==> src/rtl/approx_mac_sequencer.sv <==
// approx_mac_sequencer
//   Feeds a job of operand pairs, one per cycle, into an external purely
//   combinational 8x8 approximate multiplier. It sums the returned products
//   into an accumulator and presents the job total on a valid/ready port.
//
// Ports
//   clk, rst_n            clock, asynchronous active-low reset
//   start, len            job request and pair count (sampled in IDLE only)
//   in_valid/in_ready     operand pair handshake, operands on in_a/in_b
//   mult_a, mult_b        registered operands driven to the multiplier
//   mult_p                product returned combinationally by the multiplier
//   out_valid/out_ready   result handshake, result on out_acc
//   overflow              sticky carry-out of any accumulation in the job
//   busy                  high in every state except IDLE
module approx_mac_sequencer #(
  parameter int unsigned ACC_W = 24,
  parameter int unsigned LEN_W = 8
) (
  input  logic             clk,
  input  logic             rst_n,
  input  logic             start,
  input  logic [LEN_W-1:0] len,
  input  logic             in_valid,
  output logic             in_ready,
  input  logic [7:0]       in_a,
  input  logic [7:0]       in_b,
  output logic [7:0]       mult_a,
  output logic [7:0]       mult_b,
  input  logic [15:0]      mult_p,
  output logic             out_valid,
  input  logic             out_ready,
  output logic [ACC_W-1:0] out_acc,
  output logic             overflow,
  output logic             busy
);

  localparam int unsigned SUM_W = ACC_W + 1;

  typedef enum logic [1:0] {
    S_IDLE  = 2'd0,
    S_RUN   = 2'd1,
    S_DRAIN = 2'd2,
    S_DONE  = 2'd3
  } state_e;

  state_e             state_q, state_d;
  logic [LEN_W-1:0]   rem_q, rem_d;
  logic [7:0]         mult_a_q, mult_a_d;
  logic [7:0]         mult_b_q, mult_b_d;
  logic               p_v_q, p_v_d;
  logic [ACC_W-1:0]   acc_q, acc_d;
  logic               ovf_q, ovf_d;
  logic               in_ready_q, in_ready_d;
  logic               out_valid_q, out_valid_d;
  logic               busy_q, busy_d;

  logic               accept_c;
  logic [SUM_W-1:0]   sum_c;

  // in_ready_q mirrors state_q == S_RUN, so this is the pair handshake
  assign accept_c = in_valid && in_ready_q;
  // Extra top bit of the sum is the carry-out used for the sticky flag
  assign sum_c    = {1'b0, acc_q} + SUM_W'(mult_p);

  // Next-state and datapath update
  always_comb begin
    state_d  = state_q;
    rem_d    = rem_q;
    mult_a_d = mult_a_q;
    mult_b_d = mult_b_q;
    p_v_d    = accept_c;
    acc_d    = p_v_q ? sum_c[ACC_W-1:0] : acc_q;
    ovf_d    = ovf_q | (p_v_q & sum_c[ACC_W]);

    unique case (state_q)
      S_IDLE: begin
        if (start) begin
          acc_d = '0;
          ovf_d = 1'b0;
          if (len != '0) begin
            rem_d   = len;
            state_d = S_RUN;
          end else begin
            state_d = S_DONE;
          end
        end
      end
      S_RUN: begin
        if (accept_c) begin
          mult_a_d = in_a;
          mult_b_d = in_b;
          rem_d    = rem_q - LEN_W'(1);
          if (rem_q == LEN_W'(1)) begin
            state_d = S_DRAIN;
          end
        end
      end
      S_DRAIN: begin
        // last product is being added on this edge
        state_d = S_DONE;
      end
      S_DONE: begin
        if (out_ready) begin
          state_d = S_IDLE;
        end
      end
      default: begin
        state_d = S_IDLE;
      end
    endcase

    // Handshake/status outputs are registered from the next state
    in_ready_d  = (state_d == S_RUN);
    out_valid_d = (state_d == S_DONE);
    busy_d      = (state_d != S_IDLE);
  end

  // State and datapath registers
  always_ff @(posedge clk or negedge rst_n) begin
    if (!rst_n) begin
      state_q     <= S_IDLE;
      rem_q       <= '0;
      mult_a_q    <= '0;
      mult_b_q    <= '0;
      p_v_q       <= 1'b0;
      acc_q       <= '0;
      ovf_q       <= 1'b0;
      in_ready_q  <= 1'b0;
      out_valid_q <= 1'b0;
      busy_q      <= 1'b0;
    end else begin
      state_q     <= state_d;
      rem_q       <= rem_d;
      mult_a_q    <= mult_a_d;
      mult_b_q    <= mult_b_d;
      p_v_q       <= p_v_d;
      acc_q       <= acc_d;
      ovf_q       <= ovf_d;
      in_ready_q  <= in_ready_d;
      out_valid_q <= out_valid_d;
      busy_q      <= busy_d;
    end
  end

  assign in_ready  = in_ready_q;
  assign mult_a    = mult_a_q;
  assign mult_b    = mult_b_q;
  assign out_valid = out_valid_q;
  assign out_acc   = acc_q;
  assign overflow  = ovf_q;
  assign busy      = busy_q;

endmodule

==> config.mk <==
export PLATFORM = sky130hd
export DESIGN_NAME = approx_mac_sequencer
export DESIGN_NICKNAME = d
export VERILOG_FILES = /design/src/rtl/approx_mac_sequencer.sv
export SDC_FILE = /design/constraint.sdc
export NUM_CORES = 1
export LEC_CHECK = 0
export BUFFER_PORTS_ARGS = -buffer_cell sky130_fd_sc_hd__clkbuf_2
export CAP_MARGIN = 10
export CORE_ASPECT_RATIO = 1.25
export CORE_UTILIZATION = 25
export CTS_BUF_LIST = sky130_fd_sc_hd__clkbuf_2
export DETAILED_ROUTE_END_ITERATION = 7
export GPL_TIMING_DRIVEN = 0
export SETUP_SLACK_MARGIN = 0.4
export SLEW_MARGIN = 10
export SYNTH_ARGS = -nofsm -noshare
export SYNTH_HDL_FRONTEND = slang
export SYNTH_SLANG_ARGS = --single-unit
==> constraint.sdc <==
create_clock -name clk -period 3.3 [get_ports clk]
set_input_delay 0.33 -clock clk [delete_from_list [all_inputs] [get_ports clk]]
set_output_delay 0.33 -clock clk [all_outputs]
set_load 0.03 [all_outputs]
# ---- Yosys cells after proc, flatten, opt, wreduce, memory -nomap -nowiden
# Cells that the tools add are included.
dict set report totals {
  word_cells 45
  reg_bits 55
}
dict set report op_classes {
  n_eq_ne 9
  addsub 2
  reduce_logical 7
  n_mux 15
  bitwise 2
}
# operator n
set ops {}
lappend ops {{two-way mux 24 bit} 3}
lappend ops {{adder 24 x 16 -> 25 bit} 1}
lappend ops {{two-way mux 8 bit} 3}
lappend ops {{case mux 8 bit (2 select lines)} 1}
lappend ops {{two-way mux 2 bit} 5}
lappend ops {{equality test 8 x 1 -> 1 bit, second input constant} 1}
lappend ops {{case mux 2 bit (4 select lines)} 1}
lappend ops {{nonzero test 8 bit} 1}
lappend ops {{subtractor 8 x 1 -> 8 bit, second input constant} 1}
lappend ops {{equality test 2 bit, second input constant} 3}
lappend ops {{!= test 2 bit, second input constant} 3}
lappend ops {{equality test 2 x 1 -> 1 bit, second input constant} 2}
lappend ops {{AND reduction 4 bit} 1}
lappend ops {{nonzero test 2 bit} 2}
lappend ops {{zero test 2 bit} 1}
lappend ops {{two-way mux 1 bit} 2}
lappend ops {{AND reduction 2 bit} 1}
lappend ops {{bitwise AND 1 bit} 1}
lappend ops {{logical AND 1 bit} 1}
lappend ops {{bitwise OR 1 bit} 1}

# ---- Longest topological paths before layout
# Gate-level depths: netlist (run 1).
dict set report depth {
  ltp_word 5
  depth_mapped 8
  mapped_depth_nobuf 8
}

# ---- Worst setup path after synthesis (run 1)
# No wires, ideal clock.
dict set report synth_path {
  path_type {reg-to-reg}
  from {register acc_q[0], in the netlist out_acc[0]}
  to {register acc_q[20], in the netlist out_acc[20]}
  stages_incl_launch_ff 9
  setup_slack_ps 930
  arrival_ps 2291
  cell_sequence {dfrtp_1 -> ha_1 -> fa_1 -> a21o_2 -> a22o_4 -> o22a_4 -> nor3_2 -> or3b_1 -> mux2i_1}
}
dict set report synth_between {
  elab_chain_cells 4
}
# element line
set synth_rtl {}
lappend synth_rtl {{from (decl)} 51} ;# logic [ACC_W-1:0] acc_q, acc_d;
lappend synth_rtl {{from (signal assigned)} 126} ;# acc_q <= '0;
lappend synth_rtl {{from (signal assigned)} 137} ;# acc_q <= acc_d;
lappend synth_rtl {{adder 24 x 16 -> 25 bit (*)} 63} ;# assign sum_c = {1'b0, acc_q} + SUM_W'(mult_p);
lappend synth_rtl {{two-way mux 24 bit (*)} 72} ;# acc_d = p_v_q ? sum_c[ACC_W-1:0] : acc_q;
lappend synth_rtl {{two-way mux 24 bit} 77} ;# if (start) begin
lappend synth_rtl {{two-way mux 24 bit (*)} 75} ;# unique case (state_q)
lappend synth_rtl {{net acc_d[20]} 51}
# Mark *: on every way through the listed nets, which the timed path passes. The rest lies on a longest branch.
# A chain may end at the register's enable or synchronous reset.

# ---- Worst setup path after layout (run 1)
dict set report layout_path {
  from {register acc_q[0], in the netlist out_acc[0]}
  to {register acc_q[22], in the netlist out_acc[22]}
}
# The elaborated chain is that of the path after synthesis.

==> impl_metrics.json, run 1 <==
{
  "first_pass_iters": 4,
  "grt_antenna_before_repair": 0,
  "placer_congestion": 0.881,
  "antenna_cells": 0,
  "first_iter_violations": 107,
  "placeableCoreArea_mm2": 0.0128,
  "dpl.hpwl_um": 6650,
  "worst_hold_path_type": "input port to flop",
  "cts_buffer_depth": 2,
  "synthesis.yosys.warnings": 0,
  "grt_max_degree": 54,
  "yosys_register_bits": 55,
  "timing.final.max_slew_violations": 0,
  "type_of_destination_of_the_critical_path": "flop",
  "drive_above_1_share": 0.280,
  "clock-root-buffer": "sky130_fd_sc_hd__clkbuf_2",
  "fp.dieH_um": 131,
  "wire_per_inst_um": 14.1,
  "register_to_register_path_setup_slack_ns": 0.85,
  "worst_ir_drop_vdd_mv": 0.323,
  "final_worst_path_cycle_share": 0.744,
  "first_global_vias": 2957,
  "die_area_mm2": 0.0138,
  "ant_nets": 0,
  "netlist_instances": 355,
  "htree_num_levels": 2,
  "worstSkewPairLatency_ns": 0.46,
  "cp.required_ns": 3.67,
  "asyncSetResetFlopFracSynth": 1.00,
  "syn-num-nets": 419,
  "cellLeakagePower_nw": 1.89,
  "design_power_total_mw": 3.29,
  "initial_core_util": 0.259,
  "run_status": "finished clean",
  "synth.avg_cell_area_um2": 9.35,
  "fin_tns_setup_ns": 0,
  "cp.arrival_ns": 2.83,
  "final_area_mm2": 0.00405,
  "finalWirelength_um": 8740,
  "final_cell_count_no_fill": 621,
  "wire_length_of_the_first_global_routing_pass_um": 14600,
  "cp_max_fanout": 4,
  "netlist.top_cell.by_area": "sky130_fd_sc_hd__dfrtp_1",
  "ys_seq_area_frac": 0.414,
  "report.final.setup_viol": 0,
  "layout_nets": 516,
  "site_row_count": 46,
  "post_drt_via_cell_ratio": 4.89,
  "drt_drc_violations_left": 0,
  "critical_path_class": "flop to flop",
  "dieWidth_um": 105,
  "cts.hold.buffers_added": 1,
  "grt_setup_unrepaired": "no",
  "postCtsSetupRepairBufs": 0,
  "cts_sinks": 55,
  "cts.clk_slew.worst_paths_ns": 0.26,
  "tightest_slew_ns": 1.11,
  "tritoncts_clock_tree": "yes",
  "worstSetupStartpointType": "flop",
  "count_of_boundary_i_o_pins": 89,
  "edff_count_synth": 0,
  "cts_made_buffers": 5,
  "globalRouteTotalUtil": 0.133,
  "ys_top_cells_by_area": "sky130_fd_sc_hd__dfrtp_1 (41%), sky130_fd_sc_hd__ha_1 (6.8%), sky130_fd_sc_hd__mux2_2 (5.4%)",
  "grt-ovfl-total": 0,
  "ys_dominant_reg_cell": "sky130_fd_sc_hd__dfrtp_1",
  "cell_area_after_placement_mm2": 0.00400,
  "dr_total_vias": 3037,
  "io_buffers": 88,
  "synthToLayoutAreaGrowth_pct": 21.9,
  "synth_top_cell_area_share": 0.414,
  "finalCriticalPeriod_ns": 2.45,
  "hold_viol": 0,
  "netlist_area_mm2": 0.00332,
  "max_slew_margin": 0.261,
  "fmax_mhz": 407,
  "cts.repair.resized": 0,
  "pwr_density_cell_mw_per_mm2": 812,
  "max_cap_violations": 0,
  "place_inst": 612,
  "fin_worst_skew_ns": 0.0422,
  "ys_types": 52
}
-- area by class of cell --
class | count | area (µm²)
fill | 1345 | 8790
multi-input combinational | 281 | 1860
sequential | 55 | 1380
timing repair buffer | 90 | 480
tap | 168 | 210
buffer | 11 | 51.3
clock buffer | 6 | 30.0
inverter | 8 | 30.0
clock inverter | 2 | 7.51
-- flip-flops by register name, summed over array words and instances (netlist names), 2 cells and up --
signal and cells:
mult_a 8, out_acc 24, state_q 2, mult_b 8
rem_q 8
-- where the power goes --
| part | internal [mW] | switching, mW | total [mW] |
|---|---|---|---|
| clock | 0.0509 | 0.216 | 0.267 |
| sequential | 0.888 | 0.188 | 1.08 |
| combinational | 0.756 | 1.19 | 1.94 |
-- per-layer routing --
layer	part of all wire	global-route usage	routed length (µm)
met4	0.0094	0.0331	82
met1	0.43	0.158	3780
met5	0	0	0
met2	0.51	0.247	4420
met3	0.053	0.0273	464
-- critical path, stage by stage (launching register included) --
cell and delay (ns):
sky130_fd_sc_hd__dfrtp_1 0.46, sky130_fd_sc_hd__ha_1 0.22, sky130_fd_sc_hd__fa_1 0.42, sky130_fd_sc_hd__a21o_2 0.23
sky130_fd_sc_hd__a22o_4 0.27, sky130_fd_sc_hd__o211ai_1 0.22, sky130_fd_sc_hd__a211oi_1 0.15, sky130_fd_sc_hd__o211ai_1 0.22
sky130_fd_sc_hd__mux2i_1 0.22
-- layout by cell type (no fill, tap or decap), types with 5 or more instances in the layout --
| master | netlist | layout |
|---|---|---|
| sky130_fd_sc_hd__a211oi_1 | 5 | 5 |
| sky130_fd_sc_hd__a21oi_1 | 32 | 32 |
| sky130_fd_sc_hd__and3_1 | 6 | 6 |
| sky130_fd_sc_hd__clkbuf_2 | 2 | 95 |
| sky130_fd_sc_hd__dfrtp_1 | 55 | 55 |
| sky130_fd_sc_hd__ha_1 | 18 | 18 |
| sky130_fd_sc_hd__inv_1 | 7 | 7 |
| sky130_fd_sc_hd__mux2_2 | 16 | 16 |
| sky130_fd_sc_hd__mux2i_1 | 9 | 9 |
| sky130_fd_sc_hd__nand2_1 | 38 | 38 |
| sky130_fd_sc_hd__nand2b_1 | 8 | 8 |
| sky130_fd_sc_hd__nand3_1 | 11 | 11 |
| sky130_fd_sc_hd__nor2_1 | 24 | 24 |
| sky130_fd_sc_hd__nor2b_1 | 5 | 5 |
| sky130_fd_sc_hd__nor3_1 | 15 | 15 |
| sky130_fd_sc_hd__o211ai_1 | 8 | 8 |
| sky130_fd_sc_hd__o21ai_0 | 22 | 22 |
| sky130_fd_sc_hd__o22ai_1 | 5 | 5 |
| sky130_fd_sc_hd__o31ai_1 | 5 | 5 |
| sky130_fd_sc_hd__xnor2_1 | 8 | 8 |
-- cells by family (layout without fill, tap and decap cells) --
group | Yosys count | after routing | share of synthesized area
buffers and inverters | 19 | 117 | 0.0245
muxes | 25 | 25 | 0.0814
DFF | 55 | 55 | 0.414
and+or+nand+nor | 128 | 128 | 0.190
xor gates and xnor gates | 9 | 9 | 0.0237
adders and majority gates | 19 | 19 | 0.0739
AOI/OAI and AO/OA | 100 | 100 | 0.192
-- cells in the mapped netlist (2+ instances only) --
library cell / number
sky130_fd_sc_hd__a211oi_1: 5
sky130_fd_sc_hd__a21o_1: 3
sky130_fd_sc_hd__a21o_2: 2
sky130_fd_sc_hd__a21oi_1: 32
sky130_fd_sc_hd__a31oi_1: 4
sky130_fd_sc_hd__and2_1: 3
sky130_fd_sc_hd__and3_1: 6
sky130_fd_sc_hd__buf_2: 3
sky130_fd_sc_hd__clkbuf_1: 4
sky130_fd_sc_hd__clkbuf_2: 2
sky130_fd_sc_hd__dfrtp_1: 55
sky130_fd_sc_hd__ha_1: 18
sky130_fd_sc_hd__inv_1: 7
sky130_fd_sc_hd__mux2_2: 16
sky130_fd_sc_hd__mux2i_1: 9
sky130_fd_sc_hd__nand2_1: 38
sky130_fd_sc_hd__nand2b_1: 8
sky130_fd_sc_hd__nand3_1: 11
sky130_fd_sc_hd__nand4_1: 3
sky130_fd_sc_hd__nor2_1: 24
sky130_fd_sc_hd__nor2b_1: 5
sky130_fd_sc_hd__nor3_1: 15
sky130_fd_sc_hd__nor3b_1: 4
sky130_fd_sc_hd__nor4_1: 4
sky130_fd_sc_hd__o211ai_1: 8
sky130_fd_sc_hd__o21a_1: 4
sky130_fd_sc_hd__o21ai_0: 22
sky130_fd_sc_hd__o22ai_1: 5
sky130_fd_sc_hd__o31ai_1: 5
sky130_fd_sc_hd__xnor2_1: 8
-- final timing paths --
check                              end  cells after the start        from
max reg2reg                out_acc[22]                      8  out_acc[0]
max in group asynchronous   state_q[1]                      3       rst_n
min reg2reg                  mult_b[2]                      1   mult_b[2]
min in group asynchronous   out_acc[4]                      2       rst_n
min                          mult_b[7]                      2     in_b[7]
max                        out_acc[22]                      8  out_acc[0]
-- through the flow --
step / hold WS [ns] / worst slack, ns / utilization
final: 0.101 / 0.846 / 0.315
after global routing: 0.0179 / 0.707 / 0.315
after CTS: 0.0325 / 0.819 / 0.315
after detailed placement: 0.165 / 0.822 / 0.312
after global placement: 0.492 / 0.852 / 0.309
after floorplan: 0.0344 / 0.930 / -
No activity file was read; power rests on OpenSTA's default activity.
==> inputs of run 2 (changes only) <==
- ABC_AREA: not set -> 1
- clock period: 3.3 -> 2 ns (I/O delays scaled with it)
==> run 2 against run 1 <==
  * Combinational power grew to 3.0 times the previous value
  * Largest power group unchanged
  * Largest cell class unchanged
  * Highest routed layer unchanged
  * Synthesized cell count is 48% higher
  * Final area is 34% higher
  * Global-route usage is 1.8 points higher
  * Sequential power is 90% higher
  * Setup slack worse by 0.68 ns
  * Count of clock-buffer cells in the layout is 1 lower
  * Via count is 27% higher
  * Maximum frequency is 34% higher
  * Routed wire length is 28% higher
==> impl_metrics.json, run 2 <==
{
  "run_status": "finished clean",
  "htree_num_levels": 2,
  "grt_antenna_before_repair": 0,
  "grt_max_degree": 39,
  "first_pass_iters": 4,
  "final_area_mm2": 0.00544,
  "site_row_count": 49,
  "grt_setup_unrepaired": "yes",
  "clock-root-buffer": "sky130_fd_sc_hd__clkbuf_2",
  "layout_commonest_cell": "sky130_fd_sc_hd__nand2_1",
  "cts.clk_slew.worst_paths_ns": 0.32,
  "cell_count_of_the_worst_hold_path": 5,
  "tightest_slew_ns": 0.558,
  "cell_area_after_placement_mm2": 0.00457,
  "type_of_destination_of_the_critical_path": "flop",
  "fmax_mhz": 544,
  "finalCriticalPeriod_ns": 1.84,
  "cp_max_fanout": 3,
  "post-place-ws_ns": 0.0890,
  "drive_above_1_share": 0.392,
  "register_to_register_path_setup_slack_ns": 0.16,
  "grt-ovfl-total": 0,
  "first_iter_violations": 110,
  "wire_per_inst_um": 13.1,
  "post_drt_via_cell_ratio": 4.52,
  "ys_dominant_reg_cell": "sky130_fd_sc_hd__dfrtp_1",
  "pwr_density_cell_mw_per_mm2": 1540,
  "startpoint": "out_acc[0]",
  "initial_core_util": 0.256,
  "finalHoldWorstSlack_ns": 0.0606,
  "cp.arrival_ns": 2.27,
  "final_cell_count_no_fill": 854,
  "edff_count_synth": 0,
  "cts_sinks": 55,
  "critical_path_class": "flop to flop",
  "synth.avg_cell_area_um2": 7.00,
  "ys_seq_area_frac": 0.375,
  "worstSkewPairLatency_ns": 0.48,
  "layout_nets": 739,
  "netlist_instances": 524,
  "layout.core_utilization": 0.379,
  "max_cap_violations": 0,
  "report.final.setup_viol": 0,
  "synthToLayoutAreaGrowth_pct": 48.4,
  "design_power_total_mw": 8.39,
  "final_worst_path_cycle_share": 0.918,
  "first_global_vias": 3762,
  "setup_ws_ns": 0.163,
  "ys_top_cells_by_area": "sky130_fd_sc_hd__dfrtp_1 (38%), sky130_fd_sc_hd__nand2_1 (16%), sky130_fd_sc_hd__nor2_1 (6.6%)",
  "placeableCoreArea_mm2": 0.0143,
  "cts_buffer_depth": 2,
  "place_inst": 791,
  "asyncSetResetFlopFracSynth": 1.00,
  "io_buffers": 88,
  "dpl.hpwl_um": 8130,
  "cts_made_buffers": 5,
  "synthesis.yosys.warnings": 0,
  "most-common-layout-cells": "sky130_fd_sc_hd__nand2_1 (137), sky130_fd_sc_hd__clkbuf_2 (91), sky130_fd_sc_hd__nor2_1 (59)",
  "netlist_area_mm2": 0.00367,
  "timing.hold.worst.start": "len[3]",
  "worst_hold_path_type": "input port to flop",
  "cellLeakagePower_nw": 2.74,
  "antenna_cells": 0,
  "globalRouteTotalUtil": 0.151,
  "hold_viol": 0,
  "fp.dieH_um": 137,
  "yosys_register_bits": 55,
  "max_slew_margin": 0.628,
  "netlist.top_cell.by_area": "sky130_fd_sc_hd__dfrtp_1",
  "fin_tns_setup_ns": 0,
  "cp.required_ns": 2.44,
  "syn-num-nets": 588,
  "synth_top_cell_area_share": 0.375,
  "ys_types": 33,
  "ys_top_cells_by_count": "sky130_fd_sc_hd__nand2_1 (161), sky130_fd_sc_hd__nor2_1 (64), sky130_fd_sc_hd__inv_1 (63), sky130_fd_sc_hd__dfrtp_1 (55), sky130_fd_sc_hd__nand3_1 (34)",
  "ant_nets": 0,
  "worstSetupStartpointType": "flop",
  "timing.rr.start": "out_acc[0]",
  "finalWirelength_um": 11200,
  "rr_worst_depth": 11,
  "fin_worst_skew_ns": 0.0297,
  "timing.final.max_slew_violations": 0,
  "tritoncts_clock_tree": "yes",
  "drt_drc_violations_left": 0,
  "yosys.cell_count.top_type": "sky130_fd_sc_hd__nand2_1",
  "die_area_mm2": 0.0152,
  "dr_total_vias": 3860,
  "largest_register_ffs": 24,
  "worst_ir_drop_vdd_mv": 0.640,
  "placer_congestion": 0.869,
  "wire_length_of_the_first_global_routing_pass_um": 17700,
  "dieWidth_um": 110,
  "count_of_boundary_i_o_pins": 89
}
run 2: power breakdown:
part           internal, mW  switching (mW)  leakage, nW
clock network        0.0880           0.394       0.0331
registers              1.61           0.444        0.646
logic                  2.28            3.57         2.06
run 2: final cells by class:
type | count | area [µm²]
fill | 1541 | 8900
multi-input combinational | 393 | 2530
sequential | 55 | 1400
timing repair buffer | 143 | 937
inverter | 68 | 267
tap | 178 | 223
buffer | 9 | 46.3
clock buffer | 5 | 25.0
clock inverter | 3 | 18.8
run 2: cell families after synthesis:
logic type	after synthesis	share of synthesized area
buffers and inverters	77	0.0819
and+or+nand+nor	305	0.365
AOI/OAI and AO/OA	63	0.0993
DFF	55	0.375
xor gates and xnor gates	5	0.0119
adders and majority gates	19	0.0669
run 2: metal layers:
| layer | track usage | share of wire | up-vias |
|---|---|---|---|
| li1 | - | - | 1965 |
| met1 | 0.178 | 0.41 | 1791 |
| met2 | 0.279 | 0.53 | 91 |
| met3 | 0.0213 | 0.043 | 13 |
| met4 | 0.0431 | 0.018 | 0 |
| met5 | 0 | 0 | - |
run 2: final timing paths:
path | endpoint
hold / removal | rem_q[3]
setup / recovery | out_acc[12]
max in group asynchronous | out_acc[8]
min in group asynchronous | out_acc[12]
hold reg to reg | mult_a[2]
setup reg to reg | out_acc[12]
run 2: critical path, cell delays in order (launching register included):
cell and delay, ns:
sky130_fd_sc_hd__dfrtp_2 0.49, sky130_fd_sc_hd__ha_4 0.17, sky130_fd_sc_hd__fa_2 0.37, sky130_fd_sc_hd__nand2_2 0.11
sky130_fd_sc_hd__nand3_4 0.08, sky130_fd_sc_hd__buf_4 0.14, sky130_fd_sc_hd__nand3_1 0.14, sky130_fd_sc_hd__nand3_1 0.09
sky130_fd_sc_hd__nand2_1 0.06, sky130_fd_sc_hd__nand3_1 0.06, sky130_fd_sc_hd__nand2_1 0.07, sky130_fd_sc_hd__inv_1 0.03
run 2: repair_timing:
action	in CTS	in global routing
gates resized for setup	21	69
hold buffers	26	0
endpoints found under the setup margin	20	38
pin swaps	9	42
cloned	0	1
endpoints found under the hold margin	80	0
setup buffers	17	11
